<file path="config.mk">
export PLATFORM = sky130hd
export DESIGN_NAME = mem_controller
export DESIGN_NICKNAME = d
export VERILOG_FILES = /design/src/rtl/mem_controller.sv
export SDC_FILE = /design/constraint.sdc
export NUM_CORES = 1
export LEC_CHECK = 0
export ABC_AREA = 0
export ABC_CLOCK_PERIOD_IN_PS = 5200
export BUFFER_PORTS_ARGS = -buffer_cell sky130_fd_sc_hd__buf_2
export CORE_MARGIN = 5
export CORE_UTILIZATION = 52
export CTS_BUF_LIST = sky130_fd_sc_hd__clkbuf_2
export CTS_CLUSTER_SIZE = 40
export DETAILED_ROUTE_END_ITERATION = 8
export PLACE_DENSITY = 0.88
export SLEW_MARGIN = 5
export SYNTH_ARGS = -nofsm -noshare
export SYNTH_HDL_FRONTEND = slang
export SYNTH_SLANG_ARGS = --single-unit
</file>
<file path="constraint.sdc">
create_clock -name clk -period 5.2 [get_ports clk]
set_clock_uncertainty 0.15 [all_clocks]
set_input_delay 0.78 -clock clk [delete_from_list [all_inputs] [get_ports clk]]
set_output_delay 0.78 -clock clk [all_outputs]
set_load 0.05 [all_outputs]
</file>
<file path="src/rtl/mem_controller.sv">
// rtl/mem_controller.sv - registered request/response controller for the ROM and RAM arrays
// Decodes each accepted request once, strobes the target for one cycle, waits, then returns a held response.
module mem_controller #(
   parameter int ADDR_W   = 32,
   parameter int ROM_END  = 64000,
   parameter int RAM_END  = 131072,
   parameter int ROM_WAIT = 1,
   parameter int RAM_WAIT = 0
) (
   input  logic              clk,
   input  logic              reset,
   input  logic              req_valid,
   output logic              req_ready,
   input  logic              req_write,
   input  logic [ADDR_W-1:0] req_addr,
   input  logic [31:0]       req_wdata,
   input  logic [3:0]        req_be,
   output logic              rsp_valid,
   input  logic              rsp_ready,
   output logic [31:0]       rsp_rdata,
   output logic              rsp_fault,
   output logic              rom_en,
   output logic [ADDR_W-1:0] rom_addr,
   input  logic [31:0]       rom_rdata,
   output logic              ram_en,
   output logic              ram_we,
   output logic [3:0]        ram_be,
   output logic [ADDR_W-1:0] ram_addr,
   output logic [31:0]       ram_wdata,
   input  logic [31:0]       ram_rdata
);

   localparam logic [ADDR_W-1:0] LP_ROM_END  = ADDR_W'(ROM_END);
   localparam logic [ADDR_W-1:0] LP_RAM_END  = ADDR_W'(RAM_END);
   localparam logic [3:0]        LP_ROM_WAIT = 4'(ROM_WAIT);
   localparam logic [3:0]        LP_RAM_WAIT = 4'(RAM_WAIT);

   typedef enum logic [2:0] {
      S_IDLE,
      S_ACCESS,
      S_WAIT,
      S_CAPTURE,
      S_RESP
   } state_t;

   state_t r_state;
   state_t w_state_next;

   logic              r_write;
   logic              r_is_rom;
   logic [3:0]        r_wait_cnt;
   logic              r_rsp_valid;
   logic [31:0]       r_rsp_rdata;
   logic              r_rsp_fault;
   logic              r_rom_en;
   logic [ADDR_W-1:0] r_rom_addr;
   logic              r_ram_en;
   logic              r_ram_we;
   logic [3:0]        r_ram_be;
   logic [ADDR_W-1:0] r_ram_addr;
   logic [31:0]       r_ram_wdata;

   logic              w_accept;
   logic              w_is_rom;
   logic              w_fault;
   logic [3:0]        w_acc_wait;

   always_comb begin
      w_accept     = req_valid && (r_state == S_IDLE);
      w_is_rom     = req_addr < LP_ROM_END;
      w_fault      = (req_addr[1:0] != 2'b00) || (req_addr >= LP_RAM_END) || (req_write && w_is_rom);
      w_acc_wait   = r_is_rom ? LP_ROM_WAIT : LP_RAM_WAIT;
      w_state_next = r_state;
      case (r_state)
         S_IDLE:    if (w_accept) w_state_next = w_fault ? S_RESP : S_ACCESS;
         S_ACCESS:  w_state_next = (w_acc_wait != 4'd0) ? S_WAIT : S_CAPTURE;
         S_WAIT:    if (r_wait_cnt == 4'd1) w_state_next = S_CAPTURE;
         S_CAPTURE: w_state_next = S_RESP;
         S_RESP:    if (rsp_ready) w_state_next = S_IDLE;
         default:   w_state_next = S_IDLE;
      endcase
   end

   always_ff @(posedge clk or negedge reset) begin
      if (!reset) begin
         r_state <= S_IDLE;
      end else begin
         r_state <= w_state_next;
      end
   end

   // Strobes default low every cycle so each one is a single-cycle pulse issued from the accept edge.
   always_ff @(posedge clk or negedge reset) begin
      if (!reset) begin
         r_write     <= 1'b0;
         r_is_rom    <= 1'b0;
         r_wait_cnt  <= 4'd0;
         r_rsp_valid <= 1'b0;
         r_rsp_rdata <= 32'd0;
         r_rsp_fault <= 1'b0;
         r_rom_en    <= 1'b0;
         r_rom_addr  <= '0;
         r_ram_en    <= 1'b0;
         r_ram_we    <= 1'b0;
         r_ram_be    <= 4'd0;
         r_ram_addr  <= '0;
         r_ram_wdata <= 32'd0;
      end else begin
         r_rom_en <= 1'b0;
         r_ram_en <= 1'b0;
         r_ram_we <= 1'b0;
         r_ram_be <= 4'd0;
         case (r_state)
            S_IDLE: begin
               if (w_accept) begin
                  r_write  <= req_write;
                  r_is_rom <= w_is_rom;
                  if (w_fault) begin
                     r_rsp_valid <= 1'b1;
                     r_rsp_fault <= 1'b1;
                     r_rsp_rdata <= 32'd0;
                  end else if (w_is_rom) begin
                     r_rom_en   <= 1'b1;
                     r_rom_addr <= req_addr;
                  end else begin
                     r_ram_en   <= 1'b1;
                     r_ram_we   <= req_write;
                     r_ram_be   <= req_write ? req_be : 4'd0;
                     r_ram_addr <= req_addr;
                     if (req_write) r_ram_wdata <= req_wdata;
                  end
               end
            end
            S_ACCESS: r_wait_cnt <= w_acc_wait;
            S_WAIT:   r_wait_cnt <= r_wait_cnt - 4'd1;
            S_CAPTURE: begin
               r_rsp_rdata <= r_write ? 32'd0 : (r_is_rom ? rom_rdata : ram_rdata);
               r_rsp_fault <= 1'b0;
               r_rsp_valid <= 1'b1;
            end
            S_RESP:   if (rsp_ready) r_rsp_valid <= 1'b0;
            default:  r_rsp_valid <= 1'b0;
         endcase
      end
   end

   assign req_ready = (r_state == S_IDLE);
   assign rsp_valid = r_rsp_valid;
   assign rsp_rdata = r_rsp_rdata;
   assign rsp_fault = r_rsp_fault;
   assign rom_en    = r_rom_en;
   assign rom_addr  = r_rom_addr;
   assign ram_en    = r_ram_en;
   assign ram_we    = r_ram_we;
   assign ram_be    = r_ram_be;
   assign ram_addr  = r_ram_addr;
   assign ram_wdata = r_ram_wdata;

endmodule

</file>
==> impl_results.md, run 1 <==
- Total track usage: 0.2362
- CP Capture Point: rom_addr[15]
- Crit path depth: 4
- Via Count: 4414
- DRC errors left: 0
- Clk pin slew, worst setup/hold paths: roughly 0.21 ns
- Row count: 38
- Post-route setup TNS: 0 ns
- I/O pin count: roughly 280
- Max Fclk: between 300 and 400 MHz
- CTS sink cnt: around 150
- Syn avg cell area: between 10 and 15 um^2
- Synthesized flop and latch total: about 150
- Largest area contributor in the netlist: dfrtp_1
- FF+latch area: around 3700 um^2
- Largest net degree at the start of global routing: just over 100
- H-tree depth: 4
- RSZ-0062 raised after global routing: false
- DR iter-0 viols: between 150 and 200
- Die area: 13460 um^2
- Via density: 5.274
- CP Capture Type: flip-flop
- Number of fill cells: 810
- Clk_lat worst skew: 0.69 ns
- Longest Clk Path Bufs: 2
- Pwr/cell area: around 250 nW/um^2
- Pre-antenna DRT Iters: 4
- Area of the multi-input gates: 2061 um^2
- Slew headroom: 0.1713
- CP max FO: 33
- Final Hold Violating Endpoints: 0
- VDD IR max: between 200 and 250 uV
- Period minus WS final: between 2 and 3 ns
- Leakage Power: around 4.3 nW
- Synth cell types: between 40 and 50
- Area contributors post-synth: dfrtp_1 63%, mux2_2 9.4%, mux2i_1 5.5%
- DRT antenna net count: 0
- Die Height: ~120 um
- DRT Wirelength: between 15000 and 20000 um
- FF-to-FF End: rom_addr[15]
- Post-DP HPWL: between 10000 and 15000 um
- Post-synthesis cell area: between 5000 and 6000 um^2
- CP Class: reg2reg
- Slew Limit Fails: 0
- Arrival @ worst endpoint: between 3 and 4 ns
- CP max-delay cell: or4_1
- Max Cap Viol: 0
- EDFF count, synth: 0
- CTS tree: done
- Post-Layout Inst Area: 7584 um^2
- Layout cells sized above 1: 0.5474
- Port bufs: 274
- CP Data Required Time: about 5.6 ns
- Yosys warns: 0
- Reg2reg setup slack: 2.28 ns
- Outcome: complete, no violations
- Post-Place Cell Area: 7328 um^2
- Overflow after GRT: 0
- Worst path cell trace: nor3_2, nand3_2, or4_1, mux2_4
- GP Congestion: between 0.8 and 0.9
- CP top delay family: simple AND/OR/NAND/NOR gates
- Synth top area share: 0.6250
- Tcrit/Tclk final: 0.5615
- Final-report setup violation count: 0
- Synth Flop Type: dfrtp_1
- Worst path bufs/invs: 0
- Hold WC Path Type: in2reg
- Crit. Startpoint: r_state[0]
- CP peak stage delay: ~1 ns
- Worst Reg-to-Reg Cells: 4
- Starting Density: 0.5346
- Final Net Count: 822
- Antenna violations before repair: 1
- Syn nets: ~550
- Core area: between 10000 and 15000 um^2
- Worst Tran Pin Value: 1.243 ns
- First-pass GRT wire length: roughly 24000 um
- Vias in the first global route: 4788
- Post-synth ARST share: 1.000
- Area Growth Syn to Fin: 29.73%
- Reg2reg start: r_state[0]
- Cells after synthesis: approximately 410
- Register area share after synthesis: 0.6250
- Startpoint class of the critical path: flip-flop
- Routed len/inst: 18.52 um
- Horiz. Die Dim: 116.0 um
- CTS Buf Count: 17
- Root Buffer: clkbuf_2
[per-layer routing]
metal | global-route usage | vias to the layer above | share of wire
li1 | - | 2013 | -
met1 | 0.2790 | 2189 | 0.38
met2 | 0.3924 | 181 | 0.51
met3 | 0.08251 | 31 | 0.086
met4 | 0.1029 | 0 | 0.027
met5 | 0 | - | 0
[per-stage QoR]
step	hold WS, ns	worst slack (ns)	utilization	power, mW	std cells
2_1_floorplan	0.2938	2.384	-	1.210	409
3_3_place_gp	0.3131	1.828	0.6701	1.298	803
3_5_place_dp	0.3184	1.746	0.6701	1.304	803
4_1_cts	0.03777	2.200	0.6932	1.954	836
5_1_grt	0.04061	2.111	0.6935	2.023	837
6_report	0.1213	2.280	0.6935	1.927	837
[logic make-up (layout without fill, tap and decap cells)]
| logic type | count (synthesis) | after routing | share of synthesized area |
|---|---|---|---|
| and+or+nand+nor | 70 | 70 | 0.08027 |
| xor gates and xnor gates | 1 | 1 | 0.001499 |
| other | 0 | 1 | 0 |
| adders and majority gates | 2 | 2 | 0.004280 |
| muxes | 93 | 93 | 0.1794 |
| buffers and inverters | 32 | 319 | 0.02654 |
| AOI/OAI and AO/OA | 65 | 65 | 0.08305 |
| DFF | 146 | 146 | 0.6250 |
[layout by cell type, fill, tap and decap left out, types with 2 or more instances in the layout]
cell type and n:
a21oi_1 8, clkbuf_2 17, and2_1 22, or3_1 2, buf_2 273, clkinv_2 3, inv_6 3, a211oi_1 2
nor4b_1 2, inv_1 8, mux2i_1 32, mux2_4 11, nor2b_1 18, nor2_1 4, bufinv_16 2, o2bb2ai_1 33
nor4_2 3, clkinvlp_4 4, buf_4 4, nand2_1 5, nor4_1 2, o21ai_0 12, mux2_2 49, ha_1 2
nor3_1 3, dfrtp_1 145, clkinv_4 3
[cell usage after synthesis, types with 3 or more instances]
cell type and n:
buf_2 4, nor4_2 3, nand2_1 5, mux2_4 11, dfrtp_1 146, buf_6 3, o21ai_0 12, o2bb2ai_1 33
mux2_2 49, inv_1 8, mux2i_1 32, and2_1 22, nor2b_1 18, nor3_1 3, clkbuf_1 14, nor2_1 4
a21oi_1 8
[final cells by class]
class,count,share of cell area
multi-input combinational,231,0.2717
timing repair buffer,279,0.1869
clock inverter,15,0.02079
sequential,146,0.4819
inverter,8,0.003960
antenna,1,0.0003300
tap,140,0.02310
clock buffer,17,0.01122
[worst reg2reg max path, cell delays in order, from the launching register on]
cell and delay, ns:
dfrtp_1 0.58, nor3_2 0.38, nand3_2 0.21, or4_1 0.99
mux2_4 0.51
[flip-flops by register name (all words and copies together) (netlist names)]
register and cells:
r_wait_cnt 4, r_is_rom 1, ram_en 1, rom_addr 32, r_state 3, rsp_valid 1, rom_en 1, ram_be 4
ram_wdata 32, rsp_rdata 32, ram_addr 32, rsp_fault 1, ram_we 1, r_write 1
[what timing repair did]
action / CTS / global route
hold buffers: 1 / 0
gates resized for setup: 0 / 0
endpoints found under the hold margin: 101 / 0
endpoints found under the setup margin: 0 / 0
buffers inserted: 0 / 0
[worst min path at each step]
| stage | slack [ns] | start | to | cells after the start |
|---|---|---|---|---|
| after CTS | 0.04 | req_be[0] | ram_be[0] | 2 |
| final | 0.12 | req_be[0] | ram_be[0] | 2 |
| after floorplan | 0.29 | r_write | r_write | 2 |
| after global routing | 0.04 | req_be[0] | ram_be[0] | 2 |
| after global placement | 0.31 | rom_addr[16] | rom_addr[16] | 1 |
| after detailed placement | 0.32 | rsp_rdata[20] | rsp_rdata[20] | 1 |
[report_power, final]
part | leakage (nW) | switching, mW | internal [mW] | total [mW]
combinational | 2.12 | 0.0799 | 0.0555 | 0.135
sequential | 2.02 | 0.00620 | 1.14 | 1.15
clock | 0.137 | 0.421 | 0.223 | 0.644
total | 4.27 | 0.507 | 1.42 | 1.93
Note: power is estimated with default switching activity, not from simulation.
==> run 2: changes to the inputs <==
ABC_CLOCK_PERIOD_IN_PS = 3100   (was 5200)
CORE_UTILIZATION = 48   (was 52)
PLACE_DENSITY = 0.82   (was 0.88)
clock period = 3.1 ns   (was 5.2 ns; I/O delays follow)
==> run 2 against run 1 <==
Against the previous run: first-iteration DRC count increased by 33%; clock power rose by 110%; cell area rose by 18%; critical path type is now reg2out; largest power group unchanged.
==> impl_results.md, run 2 (synthesis results as in run 1) <==
- Starting Density: 0.4887 (-0.04585)
- Final Hold Violating Endpoints: 0 (unchanged)
- Via Count: 5040 (+14%)
- Tcrit/Tclk final: 0.8390
- Commonest non-fill, non-tap cell in the layout: buf_2
- Longest Clk Path Bufs: 2 (unchanged)
- Post-Place Cell Area: 7367 um^2 (+0.53%)
- Post-Layout Inst Area: 8925 um^2 (+18%)
- CP Capture Type: output pin
- Worst path cell trace: nor3_2, buf_2
- Final Net Count: 948 (+15%)
- Clk pin slew, worst setup/hold paths: 0.21 ns (about the same)
- Period minus WS final: between 2 and 3 ns
- Startpoint class of the critical path: flip-flop
- Die Height: 120.4 um (+3.7%)
- Via density: 5.191 (-1.6%)
- CP peak stage delay: 0.58 ns (-0.41 ns)
- Total track usage: 0.2657 (+0.02955)
- Number of fill cells: 719 (-11%)
- Die area: 14490 um^2 (+7.6%)
- DRT Wirelength: 18750 um (+21%)
- DRT antenna net count: 0 (unchanged)
- CP Data Required Time: 2.48 ns (-3.16 ns)
- Max Fclk: between 300 and 400 MHz
- CTS sink cnt: 146 (unchanged)
- VDD IR max: 293.6 uV (+36%)
- Crit. Startpoint: r_state[0]
- Arrival @ worst endpoint: 1.99 ns (-1.37 ns)
- Slew Limit Fails: 0 (unchanged)
- Leading cell types in the layout, fill and taps excluded: 273 x buf_2, 145 x dfrtp_1, 123 x dlygate4sd3_1
- RSZ-0062 raised after global routing: false
- Overflow after GRT: 0 (unchanged)
- Power, Total: 3.667 mW (+90%)
- Pwr/cell area: 410.9 nW/um^2 (+62%)
- Hold WC Path Type: in2reg
- Horiz. Die Dim: 120.4 um (+3.7%)
- Worst Tran Pin Value: 1.230 ns (-0.01297 ns)
- Vias in the first global route: 5667 (+18%)
- H-tree depth: 4 (unchanged)
- Area of the multi-input gates: 2061 um^2 (unchanged)
- Min-delay src: req_addr[31]
- Post-DP HPWL: 11510 um (-1.5%)
- Outcome: complete, no violations
- Area Growth Syn to Fin: 52.68%
- Routed len/inst: 19.31 um (+4.3%)
- CTS Buf Count: 17 (unchanged)
- First-pass GRT wire length: 29930 um (+23%)
- CP max-delay cell: dfrtp_1
- Clk_lat worst skew: 0.70 ns (about the same)
- DRC errors left: 0 (unchanged)
- Max Cap Viol: 0 (unchanged)
- Final-report setup violation count: 0 (unchanged)
- GP Congestion: 0.8072 (-5.4%)
- Layout cells sized above 1: 0.4659 (-0.08148)
- FF+latch area: 3655 um^2 (unchanged)
- Antenna violations before repair: 1 (unchanged)
- Port bufs: 274 (unchanged)
- I/O pin count: 275 (unchanged)
- Post-route setup TNS: 0 ns (unchanged)
- CTS tree: done
- Root Buffer: clkbuf_2
- Row count: 40 (+5.3%)
- Hold WS: 0.09195 ns (-0.02937 ns)
- Reg2reg start: r_is_rom
- Pre-antenna DRT Iters: 5 (+1)
- CP Class: reg2out
- Leakage Power: 4.847 nW (+14%)
- Slew headroom: 0.1800 (+0.008649)
- Setup Buffers After CTS: 0 (unchanged)
- Largest net degree at the start of global routing: 69 (-33%)
- DR iter-0 viols: 253 (+33%)
- CP max FO: 14 (-58%)
- Core area: 11960 um^2 (+9.4%)
[run 2: cell types whose count changed in the layout (fill, tap and decap cells not counted)]
cell,delta
clkinv_1,+2
diode_2,+1
dlygate4sd3_1,+122
clkinv_4,-2
buf_4,+4
inv_6,-1
bufinv_16,+4
clkinvlp_4,-3
[run 2: power breakdown]
part	internal (mW)	switching, mW
Clock	0.688	0.694
Combinational	0.196	0.163
Sequential	1.91	0.0116
[run 2: worst paths after layout]
check / endpoint / slack (ns) / cells past startpoint
setup / recovery: req_ready / 0.50 / 2
hold / removal: r_is_rom / 0.09 / 4
setup reg to reg: rsp_rdata[29] / 0.60 / 4
hold reg to reg: rom_addr[19] / 0.36 / 1
max in group asynchronous: r_state[1] / 1.72 / 3
min in group asynchronous: ram_wdata[2] / 0.15 / 2
[run 2: per-layer routing]
metal  global-route usage  vias up  wire length (um)
li1                     -     2270                 -
met3              0.07998       61              1394
met5                    0        -                 0
met4               0.1190        0               690
met1               0.2999     2469              6824
met2               0.4651      240              9839
[run 2: through the flow]
step	worst slack (ns)	instances	utilization
floorplan	0.2837	409	-
global placement	0.4515	814	0.6159
detailed placement	0.4072	814	0.6159
CTS	0.4434	969	0.7457
global route	0.3342	970	0.7459
finish	0.4991	971	0.7461
[run 2: layout make-up]
| class | count | area share |
|---|---|---|
| well taps | 147 | 0.02061 |
| clock inverters | 15 | 0.02650 |
| inverters | 8 | 0.003365 |
| multi-input cells | 231 | 0.2309 |
| diodes | 2 | 0.0005608 |
| repair buffers | 405 | 0.2990 |
| flip-flops and latches | 146 | 0.4095 |
| clock buffers | 17 | 0.009533 |
[run 2: critical path: cells and delay by family (launching register included)]
family | cells | cell delay (ns)
flops | 1 | 0.58
simple gates | 1 | 0.37
buf+inv | 1 | 0.34
[run 2: timing repair]
action,4_1_cts,5_1_grt
resized for setup,0,0
hold endpoints to repair,178,0
hold buffers,123,0
==> run 3: changes to the inputs <==
ABC_CLOCK_PERIOD_IN_PS = 2700   (was 3100)
clock period = 2.7 ns   (was 3.1 ns; I/O delays follow)
==> run 3 against run 2 <==
Against the previous run: cell area is 0.34% lower; critical path depth is 6 higher; die area stayed put; utilization is 0.25 points lower; sequential share of layout area is 0.14 points higher.
==> impl_results.md, run 3 (synthesis results as in run 1) <==
- Pre-antenna DRT Iters: 4 (-1)
- DRT antenna net count: 0 (unchanged)
- Setup Buffers After CTS: 0 (unchanged)
- Post-route setup TNS: 0 ns (unchanged)
- Layout cells sized above 1: 0.4685 (+0.002586)
- Final-report setup violation count: 0 (unchanged)
- Core area: 11960 um^2 (unchanged)
- Max Cap Viol: 0 (unchanged)
- CTS Buf Count: 17 (unchanged)
- Pwr/cell area: 429.0 nW/um^2 (+4.4%)
- Antenna violations before repair: 1 (unchanged)
- First-pass GRT wire length: 29790 um (-0.46%)
- Worst Reg-to-Reg Cells: 5 (+1)
- CTS sink cnt: 146 (unchanged)
- Die Height: 120.4 um (unchanged)
- H-tree depth: 4 (unchanged)
- Vias in the first global route: 5697 (+0.53%)
- Leading cell types in the layout, fill and taps excluded: 273 x buf_2, 145 x dfrtp_1, 124 x dlygate4sd3_1
- Row count: 40 (unchanged)
- Max Fclk: approximately 380 MHz
- GP Congestion: 0.8395 (+4.0%)
- Total track usage: 0.2662 (+0.0005069)
- Final cell count without fillers: 976 (+0.51%)
- Reg2reg setup slack: 0.33 ns (-0.27 ns)
- CP Data Required Time: 3.15 ns (+0.67 ns)
- Via Count: 5097 (+1.1%)
- I/O pin count: 275 (unchanged)
- Period minus WS final: 2.613 ns
- Hold WC Path Type: in2async
- Slew Limit Fails: 0 (unchanged)
- Outcome: complete, no violations
- Port bufs: 274 (unchanged)
- Fin util: 0.7436 (-0.002511)
- CP Class: in2reg
- Tcrit/Tclk final: 0.9679
- DRT Wirelength: 18910 um (+0.88%)
- Worst Tran Pin Value: 1.146 ns (-0.08370 ns)
- Die area: 14490 um^2 (unchanged)
- CP max FO: 5 (-9)
- VDD IR max: 345.0 uV (+18%)
- Largest net degree at the start of global routing: 69 (unchanged)
- Starting Density: 0.4887 (unchanged)
- CTS tree: done
- Commonest non-fill, non-tap cell in the layout: buf_2
- Horiz. Die Dim: 120.4 um (unchanged)
- Leakage Power: 4.820 nW (-0.57%)
- Post-DP HPWL: 11880 um (+3.3%)
- Via density: 5.222 (+0.61%)
- Longest Clk Path Bufs: 2 (unchanged)
- Routed len/inst: 19.38 um (+0.36%)
- Clk pin slew, worst setup/hold paths: 0.20 ns (about the same)
- CP Capture Type: flip-flop
- DR iter-0 viols: 263 (+4.0%)
- CP Capture Point: r_state[2]
- Arrival @ worst endpoint: 3.06 ns (+1.07 ns)
- Startpoint class of the critical path: primary input
- Area Growth Syn to Fin: 52.16%
- DRC errors left: 0 (unchanged)
- Final Hold Violating Endpoints: 0 (unchanged)
- Overflow after GRT: 0 (unchanged)
- Clk_lat worst skew: 0.68 ns (-0.02 ns)
- Final Net Count: 952 (+0.42%)
- Reg2reg start: r_state[0]
- FF-to-FF End: rom_addr[6]
- Placed cell count: 817 (+0.37%)
- Crit. Startpoint: req_addr[19]
- RSZ-0062 raised after global routing: false
- Root Buffer: clkbuf_2
- Slew headroom: 0.2358 (+0.05580)
[run 3: worst min-delay path by stage]
stage | start | depth (start not counted) | slack [ns] | end
3_3_place_gp | reset | 1 | 0.27 | ram_addr[0]
3_5_place_dp | reset | 1 | 0.28 | ram_addr[0]
4_1_cts | reset | 2 | 0.02 | ram_addr[27]
5_1_grt | reset | 2 | 0.06 | ram_addr[27]
2_1_floorplan | reset | 0 | -0.04 | r_is_rom
6_report | reset | 2 | 0.07 | ram_wdata[3]
[run 3: report_power, final]
| part | total (mW) | internal, mW | switching [mW] |
|---|---|---|---|
| logic | 0.431 | 0.231 | 0.200 |
| registers | 2.20 | 2.20 | 0.00622 |
| clock network | 1.18 | 0.428 | 0.753 |
[run 3: through the flow]
stage | instance area (um^2) | hold slack [ns] | total power [mW] | setup WS, ns
CTS | 8881 | 0.01921 | 3.836 | 0.04350
global placement | 7421 | 0.2738 | 2.508 | 0.3576
finish | 8895 | 0.07358 | 3.816 | 0.08667
detailed placement | 7421 | 0.2840 | 2.519 | 0.2815
global route | 8890 | 0.06478 | 4.000 | 0.08444
floorplan | 5852 | -0.04059 | 2.332 | 0.1634
[run 3: what timing repair did]
action                     CTS  global route
gates resized for setup      0             1
setup endpoints to repair    0             1
hold endpoints to repair   250             0
hold buffers               124             0
[run 3: critical path: stages]
cell and delay (ns):
dlygate4sd3_1 0.54, buf_2 0.13, nor4_2 0.31, nand4_2 0.19
buf_4 0.23, nor4_2 0.44, o221ai_1 0.21, dlygate4sd3_1 0.59
[run 3: layout make-up]
cell class                      instances  area, um^2
Tap cell                              147       183.9
Fill cell                             745        3067
Multi-Input combinational cell        231        2073
Clock buffer                           21       105.1
Inverter                                8       30.03
Sequential cell                       146        3655
Antenna cell                            3       7.507
Timing Repair Buffer                  409        2726
Clock inverter                         11       113.9
[run 3: layer usage]
| layer | share of wire | global-route usage | wire (um) | up-vias |
|---|---|---|---|---|
| met1 | 0.36 | 0.2887 | 6829 | 2483 |
| met2 | 0.51 | 0.4552 | 9684 | 259 |
| met5 | 0 | 0 | 0 | - |
| met3 | 0.072 | 0.08279 | 1368 | 80 |
| li1 | - | - | - | 2275 |
| met4 | 0.055 | 0.1636 | 1032 | 0 |
